$ cat src/rtl/duc_burst_arbiter.sv
// rtl/duc_burst_arbiter.sv - round-robin burst arbiter feeding the DUC input stage
module duc_burst_arbiter #(
  parameter  int WIDTH     = 32,
  parameter  int NUM_CH    = 4,
  parameter  int BURST_LEN = 16,
  localparam int CW        = $clog2(NUM_CH)
) (
  input  logic                    i_clock,
  input  logic                    i_reset_n,
  input  logic                    i_enable,
  input  logic [NUM_CH-1:0]       i_req_valid,
  input  logic [NUM_CH*WIDTH-1:0] i_req_data,
  output logic [NUM_CH-1:0]       o_req_ready,
  output logic [WIDTH-1:0]        o_out_data,
  output logic [CW-1:0]           o_out_chan,
  output logic                    o_out_valid,
  input  logic                    i_out_ready,
  output logic [NUM_CH-1:0]       o_grant,
  output logic                    o_burst_done
);

  localparam int CNTW = $clog2(BURST_LEN + 1);

  typedef enum logic {ST_IDLE, ST_BURST} state_t;

  state_t            state_q, state_d;
  logic [NUM_CH-1:0] grant_q, grant_d;
  logic [CW-1:0]     last_q, last_d;
  logic [CNTW-1:0]   cnt_q, cnt_d;
  logic              out_valid_q, out_valid_d;
  logic [WIDTH-1:0]  out_data_q, out_data_d;
  logic [CW-1:0]     out_chan_q, out_chan_d;
  logic              done_q, done_d;

  logic              load_ok;
  logic              up_beat;
  logic              gnt_valid;
  logic [WIDTH-1:0]  sel_data;
  logic [CW-1:0]     sel_chan;
  logic              found;
  logic [CW-1:0]     pick;
  logic [CW-1:0]     cand;

  // Handshake qualification and mux of the granted channel's sample
  always_comb begin
    load_ok     = !out_valid_q || i_out_ready;
    o_req_ready = ((state_q == ST_BURST) && load_ok) ? grant_q : '0;
    up_beat     = |(i_req_valid & o_req_ready);
    gnt_valid   = |(i_req_valid & grant_q);
    sel_data    = '0;
    sel_chan    = '0;
    for (int k = 0; k < NUM_CH; k++) begin
      if (grant_q[k]) begin
        sel_data = i_req_data[k*WIDTH +: WIDTH];
        sel_chan = CW'(k);
      end
    end
  end

  // Round-robin search starting just after the last granted channel
  always_comb begin
    found = 1'b0;
    pick  = last_q;
    cand  = '0;
    for (int i = 1; i <= NUM_CH; i++) begin
      cand = CW'((int'(last_q) + i) % NUM_CH);
      if (!found && i_req_valid[cand]) begin
        found = 1'b1;
        pick  = cand;
      end
    end
  end

  // Grant FSM: issue a grant from IDLE, count beats and end the burst on limit or drain
  always_comb begin
    state_d = state_q;
    grant_d = grant_q;
    last_d  = last_q;
    cnt_d   = cnt_q;
    done_d  = 1'b0;
    case (state_q)
      ST_IDLE: begin
        if (i_enable && found) begin
          state_d       = ST_BURST;
          grant_d       = '0;
          grant_d[pick] = 1'b1;
          last_d        = pick;
          cnt_d         = '0;
        end
      end
      ST_BURST: begin
        if ((up_beat && (cnt_q == CNTW'(BURST_LEN - 1))) || (!gnt_valid && load_ok)) begin
          state_d = ST_IDLE;
          grant_d = '0;
          done_d  = 1'b1;
        end else if (up_beat) begin
          cnt_d = cnt_q + CNTW'(1);
        end
      end
      default: begin
        state_d = ST_IDLE;
        grant_d = '0;
      end
    endcase
  end

  // Output register: load on an upstream beat, otherwise empty on a downstream beat
  always_comb begin
    out_valid_d = out_valid_q;
    out_data_d  = out_data_q;
    out_chan_d  = out_chan_q;
    if (up_beat) begin
      out_valid_d = 1'b1;
      out_data_d  = sel_data;
      out_chan_d  = sel_chan;
    end else if (out_valid_q && i_out_ready) begin
      out_valid_d = 1'b0;
    end
  end

  // State and datapath registers; reset drops any held beat
  always_ff @(posedge i_clock or negedge i_reset_n) begin
    if (!i_reset_n) begin
      state_q     <= ST_IDLE;
      grant_q     <= '0;
      last_q      <= CW'(NUM_CH - 1);
      cnt_q       <= '0;
      out_valid_q <= 1'b0;
      out_data_q  <= '0;
      out_chan_q  <= '0;
      done_q      <= 1'b0;
    end else begin
      state_q     <= state_d;
      grant_q     <= grant_d;
      last_q      <= last_d;
      cnt_q       <= cnt_d;
      out_valid_q <= out_valid_d;
      out_data_q  <= out_data_d;
      out_chan_q  <= out_chan_d;
      done_q      <= done_d;
    end
  end

  assign o_out_valid  = out_valid_q;
  assign o_out_data   = out_data_q;
  assign o_out_chan   = out_chan_q;
  assign o_grant      = grant_q;
  assign o_burst_done = done_q;

endmodule

$ cat config.mk
export PLATFORM = sky130hd
export DESIGN_NAME = duc_burst_arbiter
export DESIGN_NICKNAME = d
export VERILOG_FILES = /design/src/rtl/duc_burst_arbiter.sv
export SDC_FILE = /design/constraint.sdc
export NUM_CORES = 1
export LEC_CHECK = 0
export BUFFER_PORTS_ARGS = -buffer_cell sky130_fd_sc_hd__buf_2
export CAP_MARGIN = 20
export CORE_ASPECT_RATIO = 1.25
export CORE_MARGIN = 2
export CORE_UTILIZATION = 40
export CTS_BUF_LIST = sky130_fd_sc_hd__clkbuf_8 sky130_fd_sc_hd__clkbuf_16
export DETAILED_ROUTE_END_ITERATION = 10
export PLACE_DENSITY = 0.83
export SLEW_MARGIN = 10
export SYNTH_ARGS = -nofsm -noshare
export SYNTH_HDL_FRONTEND = slang
export SYNTH_SLANG_ARGS = --single-unit
$ cat constraint.sdc
create_clock -name i_clock -period 2.1 [get_ports i_clock]
set_input_delay 0.105 -clock i_clock [delete_from_list [all_inputs] [get_ports i_clock]]
set_output_delay 0.105 -clock i_clock [all_outputs]
set_load 0.01 [all_outputs]
==> reports/metrics.yaml, run 1 <==
status: "finished, final reports clean"
hold-worst-slack_ns: 0.0989
hold_viol: 0
die_w_um: 78.5
multiInputGateArea_um2: 1440
top_layer: "met4"
path_cells: "ha_1 > and3_1 > ha_1 > o21bai_1 > a21oi_1 > a22o_1"
diodes: 0
cts_buffers: 5
worstReg2RegStart: "cnt_q[0]"
crit_fanout: 9
hp-class: "in2reg"
ys_seq_area_frac: 0.433
rows: 33
fin_nets: 580
tightest_slew_ns: 0.712
worstHoldStart: "i_req_data[24]"
met3_length_um: 765
final_util: 0.590
cts_tree: "built"
period_needed_ns: 1.91
p_per_area_nw_per_um2: 1230
ys_async_sr_fraction: 1.00
synth_flop_cell: "dfrtp_1"
path_common_cell: "ha_1"
clk_latency_ns: 0.30
tns_ns: 0
port_buffers: 179
detail-route-antenna-nets: 0
grt_pass1_vias: 2783
die_area_um2: 7630
post_cts_resized: 0
seq_area_um2: 1200
layout-drive-gt1-share: 0.472
yosysWarnings: 0
grt_use_total: 0.207
initial_core_util: 0.418
h-tree-depth: 2
met2_length_um: 4190
met1_length_um: 3140
syn-num-nets: 406
dieHeight_um: 97.2
cts.sinks: 48
max-vdd-ir-drop_uv: 625
grt.overflow.total: 0
grt_pass1_wl_um: 12900
crit_path_top_delay_cell: "dfrtp_1"
avgSynthCellArea_um2: 10.4
final_cells: 530
ys_ff_latch: 48
max_freq_mhz: 524
antenna_found_initial: 0
cts_buffer_depth: 2
io_pins: 180
syn_area_um2: 2780
clock_skew_ns: 0.0130
wire_per_inst_um: 15.5
wl_um: 8200
dp_cells: 521
initialDrtViolationCount: 109
areaGrowthSynthToFinish_pct: 41.2
start_kind: "flip-flop"
via_per_inst: 5.48
route.detailed.drc: 0
synth-edff-count: 0
clkSlewWorstSetupHoldPaths_ns: 0.09
max_stage_delay_ns: 0.43
setup_viol: 0
grt_max_degree: 42
ys_types: 38
vias: 2905
maxCapViolCount: 0
core_um2: 6650
relSlewSlack: 0.525
fin_crit_sh: 0.909
required_ns: 2.33
worstSetupPathType: "reg2reg"
critPathLaunch: "cnt_q[0]"
final.fill_count: 563
syn-instance-count: 268
crit_family: "compound AO/OA/AOI/OAI gates"
slew_violations: 0
cp_data_arrival_time_ns: 2.14
rsz0062_at_grt: "no"
first_pass_iters: 5
critPathBufInv: 0
leakage_nw: 2.01
root_buffer: "clkbuf_8"
place.gp.congestion: 0.796
place_hpwl_um: 6430
setup.worst_path.end_class: "flip-flop"
worst min-delay path, cell delays in order:
cell and delay, ns:
buf_2 0.08, a221oi_1 0.06, o21ai_0 0.13
placed cells by master, fill, tap and decap left out, types with 2 or more instances in the layout:
cell type	Yosys	routed
a22o_1	4	4
a221oi_1	2	2
clkbuf_8	0	5
dfrtp_1	46	45
o41ai_1	2	2
o31ai_1	2	2
dfstp_2	2	2
ha_1	2	2
buf_4	0	11
a21oi_1	3	3
and3_1	5	5
o21ai_0	37	37
buf_2	6	179
a32o_1	2	2
nor2_1	4	4
bufinv_16	0	2
nand2_1	9	9
mux2i_1	2	2
mux2_1	27	27
mux2_2	4	4
nand2b_1	5	5
inv_1	5	5
a22oi_1	63	63
o211ai_1	3	3
final timing paths:
path	cells after the start	slack, ns	end
worst max-delay path	6	0.19	o_grant[3]
worst min-delay path	3	0.1	o_out_data[24]
worst max register to register	6	0.19	o_grant[3]
worst min register to register	1	0.48	cnt_q[3]
max in group asynchronous	3	1.07	o_burst_done
min in group asynchronous	2	0.41	o_out_data[16]
stage by stage:
step	area (µm²)	total power, W	setup slack (ns)
floorplan	2780	0.00317	0.341
CTS	3920	0.00486	0.223
finish	3920	0.00482	0.192
global placement	3770	0.00397	0.320
detailed placement	3770	0.00405	0.251
global route	3920	0.00521	0.106
cell usage after synthesis, types with 2 or more instances:
cell type	n	share of area
and3_1	5	0.011
nand2b_1	5	0.011
buf_2	6	0.011
o41ai_1	2	0.0063
a22o_1	4	0.013
nand2_1	9	0.012
dfstp_2	2	0.019
dfrtp_1	46	0.41
nor2_1	4	0.0054
a21oi_1	3	0.0054
inv_1	5	0.0068
buf_6	3	0.012
ha_1	2	0.0090
o211ai_1	3	0.0081
a221oi_1	2	0.0063
mux2_2	4	0.016
o31ai_1	2	0.0054
mux2i_1	2	0.0072
a32o_1	2	0.0072
mux2_1	27	0.11
o21ai_0	37	0.067
a22oi_1	63	0.17
clkbuf_1	15	0.020
per-layer routing:
| metal | global-route usage | vias up |
|---|---|---|
| li1 | - | 1391 |
| met1 | 0.231 | 1360 |
| met2 | 0.383 | 142 |
| met3 | 0.0576 | 12 |
| met4 | 0.0499 | 0 |
| met5 | 0 | - |
where the power goes:
part	leakage [nW]	internal [W]	total (W)	switching, W
clock network	0.0687	0.000479	0.000792	0.000313
logic	1.31	0.00114	0.00256	0.00141
registers	0.629	0.00125	0.00147	0.000222
total	2.01	0.00287	0.00482	0.00195
registers in the layout (all words and copies together) (netlist names):
register / count
o_out_chan: 2
o_grant: 4
o_out_valid: 1
state_q: 1
o_burst_done: 1
o_out_data: 32
cnt_q: 5
last_q: 2
cell type report:
cell class	count	area share
Multi-Input combinational cell	190	0.368
Inverter	5	0.00479
Timing Repair Buffer	192	0.257
Clock inverter	3	0.0175
Tap cell	87	0.0278
Sequential cell	48	0.307
Clock buffer	5	0.0175
kinds of logic after synthesis:
kind of cell / synth area share
AOI/OAI and AO/OA: 0.314
adders and majority gates: 0.00901
buffers and inverters: 0.0513
DFF: 0.433
muxes: 0.133
and+or+nand+nor: 0.0590
repair_timing:
| action | 4_1_cts | 5_1_grt |
|---|---|---|
| setup buffers | 0 | 0 |
| hold buffers | 1 | 0 |
| endpoints found under the hold margin | 28 | 0 |
Power figures use the tool's default switching activity.
==> inputs of run 2 (changes only) <==
- BUFFER_PORTS_ARGS: -buffer_cell sky130_fd_sc_hd__buf_2 -> -buffer_cell sky130_fd_sc_hd__buf_4
- RECOVER_POWER: unset -> 25
==> run 2 against run 1 <==
  * Non-clock buffer count is 2 lower
  * Count of clock-buffer cells in the layout is 2 higher
  * Register-to-register slack better by 0.04 ns
  * Routed wire length is 8.9% higher
  * Critical endpoint unchanged
  * Critical path type unchanged
  * Combinational power is 8% higher
  * Hold slack better by 0.012 ns
  * Clock skew is 0.0025 ns lower
  * Global-route usage is 2.1 points higher
  * Die area stayed put
  * Critical path depth stayed put
  * Highest routed layer unchanged
==> reports/metrics.yaml, run 2 (synthesized netlist as in run 1, its figures left out) <==
status: "finished, final reports clean"  # unchanged
whs_path_depth: 3  # unchanged
grt.overflow.total: 0  # unchanged
worstSetupPathType: "reg2reg"  # unchanged
required_ns: 2.33  # about the same
r2r-end: "o_grant[3]"  # unchanged
diodes: 0  # unchanged
cts.sinks: 48  # unchanged
start_kind: "flip-flop"  # unchanged
r2r_setup_slack_ns: 0.23  # was 0.19 ns
placed_cell_area_um2: 4190  # was 3770 µm²
slew_violations: 0  # unchanged
wire_per_inst_um: 16.9  # was 15.5 µm
first_pass_iters: 4  # was 5
hold-worst-slack_ns: 0.111  # was 0.0989 ns
hold_end: "o_out_data[24]"  # unchanged
io_pins: 180  # unchanged
detail-route-antenna-nets: 0  # unchanged
hp-class: "in2reg"  # unchanged
h-tree-depth: 2  # unchanged
tns_ns: 0  # unchanged
maxCapViolCount: 0  # unchanged
layout_common_cells: "buf_4, a22oi_1, dfrtp_1"  # was buf_2, a22oi_1, dfrtp_1
max_stage_delay_ns: 0.42  # was 0.43 ns
path_cells: "ha_1 > and3_1 > ha_1 > o21bai_1 > a21oi_1 > a22o_1"  # unchanged
initial_core_util: 0.418  # unchanged
rsz0062_at_grt: "no"  # unchanged
setup_viol: 0  # unchanged
initialDrtViolationCount: 151  # was 109
max-vdd-ir-drop_uv: 613  # was 625 µV
cts_buffers: 5  # unchanged
fin_nets: 578  # was 580
vias: 2937  # was 2905
die_w_um: 78.5  # unchanged
layout-drive-gt1-share: 0.467  # was 0.472
design_area_um2: 4300  # was 3920 µm²
final_cells: 528  # was 530
cts_buffer_depth: 2  # unchanged
critPathBufInv: 0  # unchanged
tightest_slew_ns: 1.21  # was 0.712 ns
areaGrowthSynthToFinish_pct: 54.9  # was 41.2%
via_per_inst: 5.56  # was 5.48
post_cts_resized: 0  # unchanged
root_buffer: "clkbuf_8"  # unchanged
core_um2: 6650  # unchanged
mostFrequentLayoutCell: "buf_4"  # was buf_2
place_hpwl_um: 6900  # was 6430 µm
crit_family: "compound AO/OA/AOI/OAI gates"  # unchanged
cts_tree: "built"  # unchanged
worst_slack_ns: 0.230  # was 0.192 ns
clk_latency_ns: 0.30  # about the same
grt_pass1_wl_um: 14200  # was 12900 µm
setup.worst_path.end_class: "flip-flop"  # unchanged
clkSlewWorstSetupHoldPaths_ns: 0.09  # about the same
wl_um: 8930  # was 8200 µm
place.gp.congestion: 0.814  # was 0.796
grt_max_degree: 49  # was 42
p_per_area_nw_per_um2: 1130  # was 1230 nW/µm²
hold_buffers: 1  # unchanged
worstHoldStart: "i_req_data[24]"  # unchanged
reg2reg_depth: 6  # unchanged
grt_pass1_vias: 2897  # was 2783
relSlewSlack: 0.195  # was 0.525
critPathLaunch: "cnt_q[0]"  # unchanged
worstReg2RegStart: "cnt_q[0]"  # unchanged
period_needed_ns: 1.87  # was 1.91 ns
crit_fanout: 9  # unchanged
route.detailed.drc: 0  # unchanged
dp_cells: 519  # was 521
dieHeight_um: 97.2  # unchanged
grt_use_total: 0.228  # was 0.207
antenna_found_initial: 0  # unchanged
port_buffers: 179  # unchanged
fin_crit_sh: 0.891  # was 0.909
path_common_cell: "ha_1"  # unchanged
crit_path_top_delay_cell: "dfrtp_1"  # unchanged
max_freq_mhz: 535  # was 524 MHz
leakage_nw: 2.11  # was 2.01 nW
rows: 33  # unchanged
cp_data_arrival_time_ns: 2.10  # was 2.14 ns
postCtsSetupRepairBufs: 0  # unchanged
clock_skew_ns: 0.0106  # was 0.0130 ns
hold_viol: 0  # unchanged
place_ws_ns: 0.263  # was 0.251 ns
largest_register_ffs: 32  # unchanged
die_area_um2: 7630  # unchanged
==> run 2: changes by cell type in the layout (fill, tap and decap cells not counted), sizes merged <==
cell and change:
buf -3, bufinv -2, clkbuf +3
==> run 2: worst max path at each step <==
| stage | end | depth (start not counted) |
|---|---|---|
| CTS | o_grant[3] | 6 |
| finish | o_grant[3] | 6 |
| global placement | o_grant[3] | 6 |
| detailed placement | o_grant[3] | 6 |
| global route | o_grant[3] | 6 |
| floorplan | o_out_data[10] | 5 |
==> run 2: where the power goes <==
part / leakage, nW / switching, W / internal, W / total (W)
logic: 1.42 / 0.00143 / 0.00133 / 0.00276
registers: 0.629 / 0.000243 / 0.00125 / 0.00149
clock network: 0.0557 / 0.000295 / 0.000296 / 0.000591
total: 2.11 / 0.00197 / 0.00287 / 0.00484
==> run 2: stage by stage <==
stage | util | power [W]
5_1_grt | 0.647 | 0.00524
3_5_place_dp | 0.631 | 0.00429
6_report | 0.647 | 0.00484
2_1_floorplan | - | 0.00317
3_3_place_gp | 0.631 | 0.00419
4_1_cts | 0.647 | 0.00488
==> run 2: area by class of cell <==
type	instances	area, µm²
Inverter	5	18.8
Clock buffer	7	96.3
Timing Repair Buffer	190	1430
Tap cell	87	109
Sequential cell	48	1200
Fill cell	569	2350
Clock inverter	1	3.75
Multi-Input combinational cell	190	1440
==> run 2: tightest hold or removal path, delay by kind of cell <==
family,cells,cell delay (ns)
buffers and inverters,1,0.08
AOI/OAI and AO/OA,2,0.20
==> run 2: metal layers <==
layer	routed length, µm	up-vias	GRT usage
met5	0	-	0
met4	85	0	0.0526
met3	919	11	0.0697
met2	4650	126	0.406
met1	3270	1413	0.265
li1	-	1387	-
